<file path="src/rtl/typing_pkg.sv">
// Shared constants for the typing round controller: state encoding and
// default widths / limits.
package typing_pkg;

  localparam int CLK_HZ_DEF        = 50_000_000;
  localparam int TIME_W_DEF        = 4;
  localparam int SCORE_W_DEF       = 8;
  localparam int DEFAULT_LIMIT_DEF = 10;

  // Round phase encoding, also presented on state_o.
  localparam logic [1:0] ST_IDLE  = 2'd0;
  localparam logic [1:0] ST_READY = 2'd1;
  localparam logic [1:0] ST_RUN   = 2'd2;
  localparam logic [1:0] ST_DONE  = 2'd3;

endpackage

</file>
<file path="src/rtl/typing_round_ctrl_tick_gen.sv">
// One-second prescaler: emits a single-cycle tick every CLK_HZ cycles.
// While clear is high the count is held at zero, so the first tick after
// clear drops arrives exactly CLK_HZ cycles later.
module tick_gen #(
  parameter int CLK_HZ = 50_000_000
) (
  input  logic clk,
  input  logic reset,
  input  logic clear,
  output logic tick
);

  localparam int              CNT_W = (CLK_HZ > 1) ? $clog2(CLK_HZ) : 1;
  localparam logic [CNT_W-1:0] LAST = CNT_W'(CLK_HZ - 1);

  logic [CNT_W-1:0] count;

  // Free-running count that wraps on the last cycle of each period.
  always_ff @(posedge clk or posedge reset) begin
    if (reset) begin
      count <= '0;
    end else if (clear) begin
      count <= '0;
    end else if (count == LAST) begin
      count <= '0;
    end else begin
      count <= count + CNT_W'(1);
    end
  end

  assign tick = !clear && (count == LAST);

endmodule

</file>
<file path="src/rtl/typing_round_ctrl.sv">
// Typing round controller: drives the countdown timer, runs the 3-2-1
// pre-round countdown, tallies keystrokes while the round runs and flags
// whether the round ended by time expiry or by abort.
module typing_round_ctrl
  import typing_pkg::*;
#(
  parameter int CLK_HZ        = CLK_HZ_DEF,
  parameter int TIME_W        = TIME_W_DEF,
  parameter int DEFAULT_LIMIT = DEFAULT_LIMIT_DEF,
  parameter int SCORE_W       = SCORE_W_DEF
) (
  input  logic               clk,
  input  logic               reset,
  input  logic               start,
  input  logic               abort,
  input  logic [TIME_W-1:0]  limit_sel,
  input  logic               key_valid,
  input  logic               key_correct,
  input  logic [TIME_W-1:0]  time_left,
  output logic               timer_reset,
  output logic               timer_enable,
  output logic [TIME_W-1:0]  time_limit,
  output logic [1:0]         state_o,
  output logic [1:0]         countdown,
  output logic [SCORE_W-1:0] score,
  output logic [SCORE_W-1:0] errors,
  output logic               round_done,
  output logic               timeout
);

  localparam logic [TIME_W-1:0] DEF_LIM = TIME_W'(DEFAULT_LIMIT);

  logic              tick;
  logic              tick_clear;
  logic [1:0]        state_nx;
  logic              expired;
  logic              enter_ready;
  logic [TIME_W-1:0] prev_time_left;

  // Prescaler only runs during the pre-round countdown.
  assign tick_clear = (state_o != ST_READY);

  tick_gen #(.CLK_HZ(CLK_HZ)) u_tick_gen (
    .clk   (clk),
    .reset (reset),
    .clear (tick_clear),
    .tick  (tick)
  );

  // Round expiry: timer reached zero, or it wrapped upward past its last value.
  always_comb begin
    expired = (time_left == '0) || (time_left > prev_time_left);
  end

  // Next-phase decision; expiry beats abort in RUN, abort beats start in DONE.
  always_comb begin
    state_nx = state_o;
    case (state_o)
      ST_IDLE: begin
        if (start) state_nx = ST_READY;
        else       state_nx = ST_IDLE;
      end
      ST_READY: begin
        if (abort)                           state_nx = ST_IDLE;
        else if (tick && countdown == 2'd1)  state_nx = ST_RUN;
        else                                 state_nx = ST_READY;
      end
      ST_RUN: begin
        if (expired || abort) state_nx = ST_DONE;
        else                  state_nx = ST_RUN;
      end
      ST_DONE: begin
        if (abort)      state_nx = ST_IDLE;
        else if (start) state_nx = ST_READY;
        else            state_nx = ST_DONE;
      end
      default: state_nx = ST_IDLE;
    endcase
  end

  assign enter_ready = (state_o != ST_READY) && (state_nx == ST_READY);

  // Registered phase, timer controls, countdown, tallies and status flags.
  always_ff @(posedge clk or posedge reset) begin
    if (reset) begin
      state_o        <= ST_IDLE;
      timer_reset    <= 1'b1;
      timer_enable   <= 1'b0;
      time_limit     <= DEF_LIM;
      countdown      <= 2'd0;
      score          <= '0;
      errors         <= '0;
      round_done     <= 1'b0;
      timeout        <= 1'b0;
      prev_time_left <= DEF_LIM;
    end else begin
      state_o      <= state_nx;
      timer_reset  <= (state_nx == ST_IDLE) || (state_nx == ST_READY);
      timer_enable <= (state_nx == ST_RUN);
      round_done   <= (state_o == ST_RUN) && (state_nx == ST_DONE);

      // Outside RUN, track the limit so RUN entry starts from time_limit.
      if (state_o == ST_RUN) prev_time_left <= time_left;
      else                   prev_time_left <= time_limit;

      if (enter_ready) begin
        time_limit <= (limit_sel == '0) ? DEF_LIM : limit_sel;
        countdown  <= 2'd3;
        score      <= '0;
        errors     <= '0;
        timeout    <= 1'b0;
      end else begin
        if (state_nx != ST_READY) countdown <= 2'd0;
        else if (tick)            countdown <= countdown - 2'd1;
        else                      countdown <= countdown;

        if (state_o == ST_RUN) begin
          if (key_valid && key_correct && (score != '1))   score  <= score + SCORE_W'(1);
          if (key_valid && !key_correct && (errors != '1)) errors <= errors + SCORE_W'(1);
          if (state_nx == ST_DONE) timeout <= expired;
        end
      end
    end
  end

endmodule

</file>
<file path="config.mk">
export PLATFORM = sky130hd
export DESIGN_NAME = typing_round_ctrl
export DESIGN_NICKNAME = d
export VERILOG_FILES = /design/src/rtl/typing_pkg.sv /design/src/rtl/typing_round_ctrl_tick_gen.sv /design/src/rtl/typing_round_ctrl.sv
export SDC_FILE = /design/constraint.sdc
export NUM_CORES = 1
export LEC_CHECK = 0
export CAP_MARGIN = 40
export CORE_ASPECT_RATIO = 1.1
export CORE_MARGIN = 1.5
export CORE_UTILIZATION = 57
export CTS_BUF_LIST = sky130_fd_sc_hd__clkbuf_2
export DETAILED_ROUTE_END_ITERATION = 8
export PLACE_DENSITY = 0.83
export SLEW_MARGIN = 0
export SYNTH_ARGS = -nofsm -noshare
export SYNTH_HDL_FRONTEND = slang
export SYNTH_SLANG_ARGS = --single-unit
</file>
<file path="constraint.sdc">
create_clock -name clk -period 2.7 [get_ports clk]
set_input_delay 0.675 -clock clk [delete_from_list [all_inputs] [get_ports clk]]
set_output_delay 0.675 -clock clk [all_outputs]
set_load 0.02 [all_outputs]
</file>
== Word-level counts from Yosys, hierarchy flattened ==
Cells that the tools add are included.

* Bits in registers: 58
* Bits in latches: 0
* RAM bits: 0
* ROM bits: 0
* Word-level logic and storage cells: 76
* Memories kept: 0

* $add $sub $neg: 4
* Multipliers: 0
* Divide/modulo/power cells: 0
* Magnitude comparators: 1
* Equality and inequality tests: 12
* Shift-type cells: 0
* Muxes and demuxes: 23
* Bitwise gates (word level): 0
* Reduce and logical (&&, ||, !) cells: 25

{| class="wikitable"
|+ Operator list
! operator !! number
|-
| $mux 26 || 2
|-
| $mux 8 || 6
|-
| $add 26x1->26 const B || 1
|-
| $eq 26x26->1 const B || 1
|-
| $add 8x1->8 const B || 2
|-
| $ne 8x8->1 const B || 2
|-
| $mux 2 || 7
|-
| $eq 2x2->1 const B || 4
|-
| $logic_and 1x1->1 || 8
|-
| $logic_not 4->1 || 2
|-
| $mux 4 || 2
|-
| $pmux 2 s4 || 1
|-
| $reduce_bool 2->1 || 4
|-
| $eq 2x1->1 const B || 3
|-
| $reduce_and 2->1 || 3
|-
| $mux 1 || 5
|-
| $gt 4x4->1 || 1
|-
| $logic_not 2->1 || 2
|-
| $ne 2x1->1 const B || 2
|-
| $logic_or 1x1->1 || 3
|-
| $reduce_bool 3->1 || 1
|-
| $logic_not 1->1 || 2
|-
| $sub 2x1->2 const B || 1
|}

== Logic depth before layout (Yosys ltp) ==
* Depth in word-level cells: 11
* Gate-level depth with buffers: 6
* Gate-level depth less buffers: 6

== Hierarchy ==
Synthesis repeated with hierarchy kept, for this count alone.

* Cell total of the unflattened synthesis: 322
* Area, all modules: 3051.7 µm²

{| class="wikitable"
|+ Modules (own cells, without submodules)
! module !! instances !! cells an instance !! area each (µm²)
|-
| typing_round_ctrl || 1 || 178 || 1692.9
|-
| tick_gen || 1 || 144 || 1358.8
|}

== Worst setup path before layout ==
Ideal clock, no wire load.

* Path kind: input -> register
* From: input port time_left[1]
* To: register state_o[0]
* Library setup time: 0.151 ns
* Arrival: 1.977 ns
* Data required time: 2.549 ns
* Setup slack: 0.572 ns
* Stages: 5
* Path buffers: 0
* Path through: ha_1 > nor2b_1 > o41a_1 > a2111oi_0 > a2111oi_0

* Longest elaborated chain between the ends: 5
* Elaborated cells between the ends (all ways): 6
* Those cells by class: 1 x order compare; 2 x mux; 3 x reduce/logical

{| class="wikitable"
|+ RTL lines
! item !! RTL line !! RTL
|-
| start: declaration || typing_round_ctrl.sv:19 || <nowiki>input logic [TIME_W-1:0] time_left,</nowiki>
|-
| $gt 4x4->1 / $logic_not 4->1 (equally long branches) || typing_round_ctrl.sv:52 || <nowiki>expired = (time_left == '0) || (time_left > prev_time_left);</nowiki>
|-
| $logic_or 1x1->1 * || typing_round_ctrl.sv:52 ||
|-
| $logic_or 1x1->1 * || typing_round_ctrl.sv:69 || <nowiki>if (expired || abort) state_nx = ST_DONE;</nowiki>
|-
| $mux 1 * || typing_round_ctrl.sv:69 ||
|-
| $pmux 2 s4 * || typing_round_ctrl.sv:58 || <nowiki>case (state_o)</nowiki>
|-
| named net state_nx[0] || typing_round_ctrl.sv:35 || <nowiki>logic [1:0] state_nx;</nowiki>
|-
| end signal: assignment || typing_round_ctrl.sv:97 || <nowiki>state_o <= state_nx;</nowiki>
|-
| end: declaration || typing_round_ctrl.sv:23 || <nowiki>output logic [1:0] state_o,</nowiki>
|}

Mark *: on every way through the listed nets, which the timed path passes. The rest lies on a longest branch.
A chain may end at the register's enable or synchronous reset.

== Worst setup path in the final report ==
* From: register state_o[1]
* To: output port state_o[1]

No word-level cell between the ends.

==> impl_metrics.toml <==
[place]
gp_congestion = 0.810
port_buffers = 41
hpwl_mm = 4.29
pre_cts_ws_ns = -0.0452
dpl_cell_area_sq_um = 3500

[global_routing]
grt_max_degree = 59
grt_usage_pct = 24.5
antenna_found_initial = 0
grt-ovfl-total = 0
grt_pass1_vias = 2500
grt_pass1_wl_mm = 11.1

[pwr]
cellPowerDensity_nw_per_um2 = 523
power_mw = 1.90
p_leak_nw = 1.53
power.internal_mw = 1.36
switching_power_uw = 540
seqPwrFrac_pct = 51.2
combPwrFrac_pct = 15.6
clockPowerShare_pct = 33.2
sw_frac_of_total_pct = 28.4
peakVddDrop_mv = 0.401

[routing]
first_pass_iters = 4
wl_per_cell_um = 15.2
drtIter0Drc = 216
via_per_inst = 6.18
post-route-drc-count = 0
detail-route-antenna-nets = 0
num_vias = 2628
wl_mm = 6.47

[synth]
synth.most_common_cell = "dfrtp_1"
ys_ff_latch = 58
synth_top_area_share_pct = 43.7
ys_top_cells_by_count = "53 x dfrtp_1, 29 x nand2_1, 22 x a21oi_1"
syn_inst = 317
yosysUniqueCellTypes = 50
synth_edf_count = 0
synth_warnings = 0
yosys_most_used_dff = "dfrtp_1"
syn_avg_cell_area_sq_um = 9.56
ys_async_sr_fraction_pct = 100
syn_nets = 339
synth.area.top_cells = "dfrtp_1 44%, dfstp_2 4.3%, a21oi_1 3.6%, nand2_1 3.6%, ha_1 3.3%"
syn-cell-area_sq_um = 3030
yosysSeqAreaShare_pct = 48.1
yosys.area.top_type = "dfrtp_1"

[critical_path]
crit_type = "reg2out"
worst_path_max_delay_cell = "clkdlybuf4s50_1"
path_buf_inv = 1
timing.rr.end = "u_tick_gen.count[10]"
regToRegStartpoint = "u_tick_gen.count[18]"
rrSetupSlack_ns = 0.47
worstPathArrival_ns = 1.79
cp-end-kind = "output port"
cp.required_ns = 2.03
critPathMaxStageDelay_ns = 0.68
cp_top_family = "buffers and inverters"
crit_path_start_kind = "register"
reg2reg_depth = 5
cp_num_cells = 1
crit_fanout = 14
crit_chain = "clkdlybuf4s50_1"

[floorplan]
row_count = 27
io_pins = 42
coreArea_sq_um = 5070
die_w_um = 72.5
die_area_sq_um = 5770
die_h_um = 79.5
start_util_pct = 59.8

[sta]
layout_setup_ws_ns = 0.239
slew_headroom_pct = 62.0
tightest_slew_ns = 0.564
skew_ns = 0.0158
timing.final.crit_share_pct = 91.1
fmax_ghz = 0.406
finalCriticalPeriod_ns = 2.46
hold_viol_final = 0
slew_violations = 0
setup_viol_count_final = 0
rsz0062_at_grt = "false"
fin_tns_setup_ns = 0

[final_layout]
stdcell_area_sq_um = 3630
n_antenna_cell = 0
syn2layout_area_growth_pct = 19.9
final_nets = 384
drive_above_1_share_pct = 8.72

[clock_tree]
worstSkewPairLatency_ns = 0.49
cts_sinks = 58
cts_tree = "done"
ctsHtreeMaxLevel = 3
clk_pin_slew_worst_paths_ns = 0.16
cts_made_buffers = 9
cts_setup_buffers = 0
cts_hold_buffers = 0
cts_root_buf = "clkbuf_2"
cts_max_path_buffers = 2
ctsResizeCount = 0

[job]
drv_cap = 0

[outcome]
status = "finished, final reports clean"

[min_path]
worstHoldStart = "time_limit[3]"
hold_path_class = "reg2reg"
min_path_cells = 2
holdPathEnd = "time_limit[3]"
## sequential cells by signal, summed over array words and instances (netlist names)
| signal | cells |
|---|---|
| prev_time_left | 4 |
| score | 8 |
| errors | 8 |
| timer_reset | 1 |
| state_o | 2 |
| u_tick_gen.count | 26 |
| round_done | 1 |
| time_limit | 4 |
| countdown | 2 |
| timer_enable | 1 |
| timeout | 1 |
## worst max-delay path by stage
stage,endpoint,startpoint
floorplan,state_o[0],time_left[1]
global placement,state_o[0],time_left[1]
detailed placement,state_o[0],time_left[1]
CTS,state_o[1],state_o[1]
global route,state_o[1],state_o[1]
finish,state_o[1],state_o[1]
## metal layers
layer | vias up | global-route usage (%) | wire length [um]
met2 | 73 | 41.0 | 3270
met3 | 12 | 4.17 | 266
met4 | 0 | 11.9 | 122
met5 | - | 0 | 0
li1 | 1262 | - | -
met1 | 1281 | 30.4 | 2810
## layout by cell type (no fill, tap or decap), types with 8 or more instances in the layout
master | Yosys | final
inv_1 | 13 | 12
clkbuf_2 | 0 | 10
xor2_1 | 11 | 11
a21oi_1 | 22 | 22
nor2_1 | 21 | 21
nand3_1 | 18 | 18
o21ai_0 | 19 | 19
dfrtp_1 | 53 | 53
o31ai_1 | 11 | 11
ha_1 | 8 | 8
clkdlybuf4s50_1 | 0 | 41
or3_1 | 11 | 11
nand4_1 | 10 | 10
nand2_1 | 29 | 29
or4_1 | 8 | 8
## area by class of cell
cell class	count	area (sq um)
repair buffers	46	460
clock buffers	10	50.0
flip-flops and latches	58	1460
clock inverters	6	81.3
inverters	13	48.8
well taps	58	72.6
multi-input cells	234	1460
fillers	379	1430
## kinds of logic (layout without fill, tap and decap cells)
logic type	after synthesis	count (layout)	synth area share (%)
AO/OA/AOI/OAI	78	78	16.5
XOR/XNOR	14	14	4.04
adder cells (fa/ha/maj)	8	8	3.30
buffers and inverters	25	75	3.63
flip-flops	58	58	48.1
multiplexers	2	2	0.660
AND/OR/NAND/NOR	132	132	23.8
## power by group through the flow
stage          sequential [mW]  combinational (mW)  clock, mW
2_1_floorplan             1.00               0.167          0
3_3_place_gp             0.987               0.285          0
3_5_place_dp             0.989               0.296          0
4_1_cts                  0.974               0.298      0.641
5_1_grt                  0.982               0.330      0.676
6_report                 0.974               0.296      0.631
## stage by stage
stage	hold WS (ns)	utilization, %	instances
after floorplan	0.464	-	317
after global placement	0.458	69.1	409
after detailed placement	0.458	69.1	409
after CTS	0.481	71.7	425
after global routing	0.509	71.7	425
final	0.482	71.7	425
Note: power is estimated with default switching activity, not from simulation.
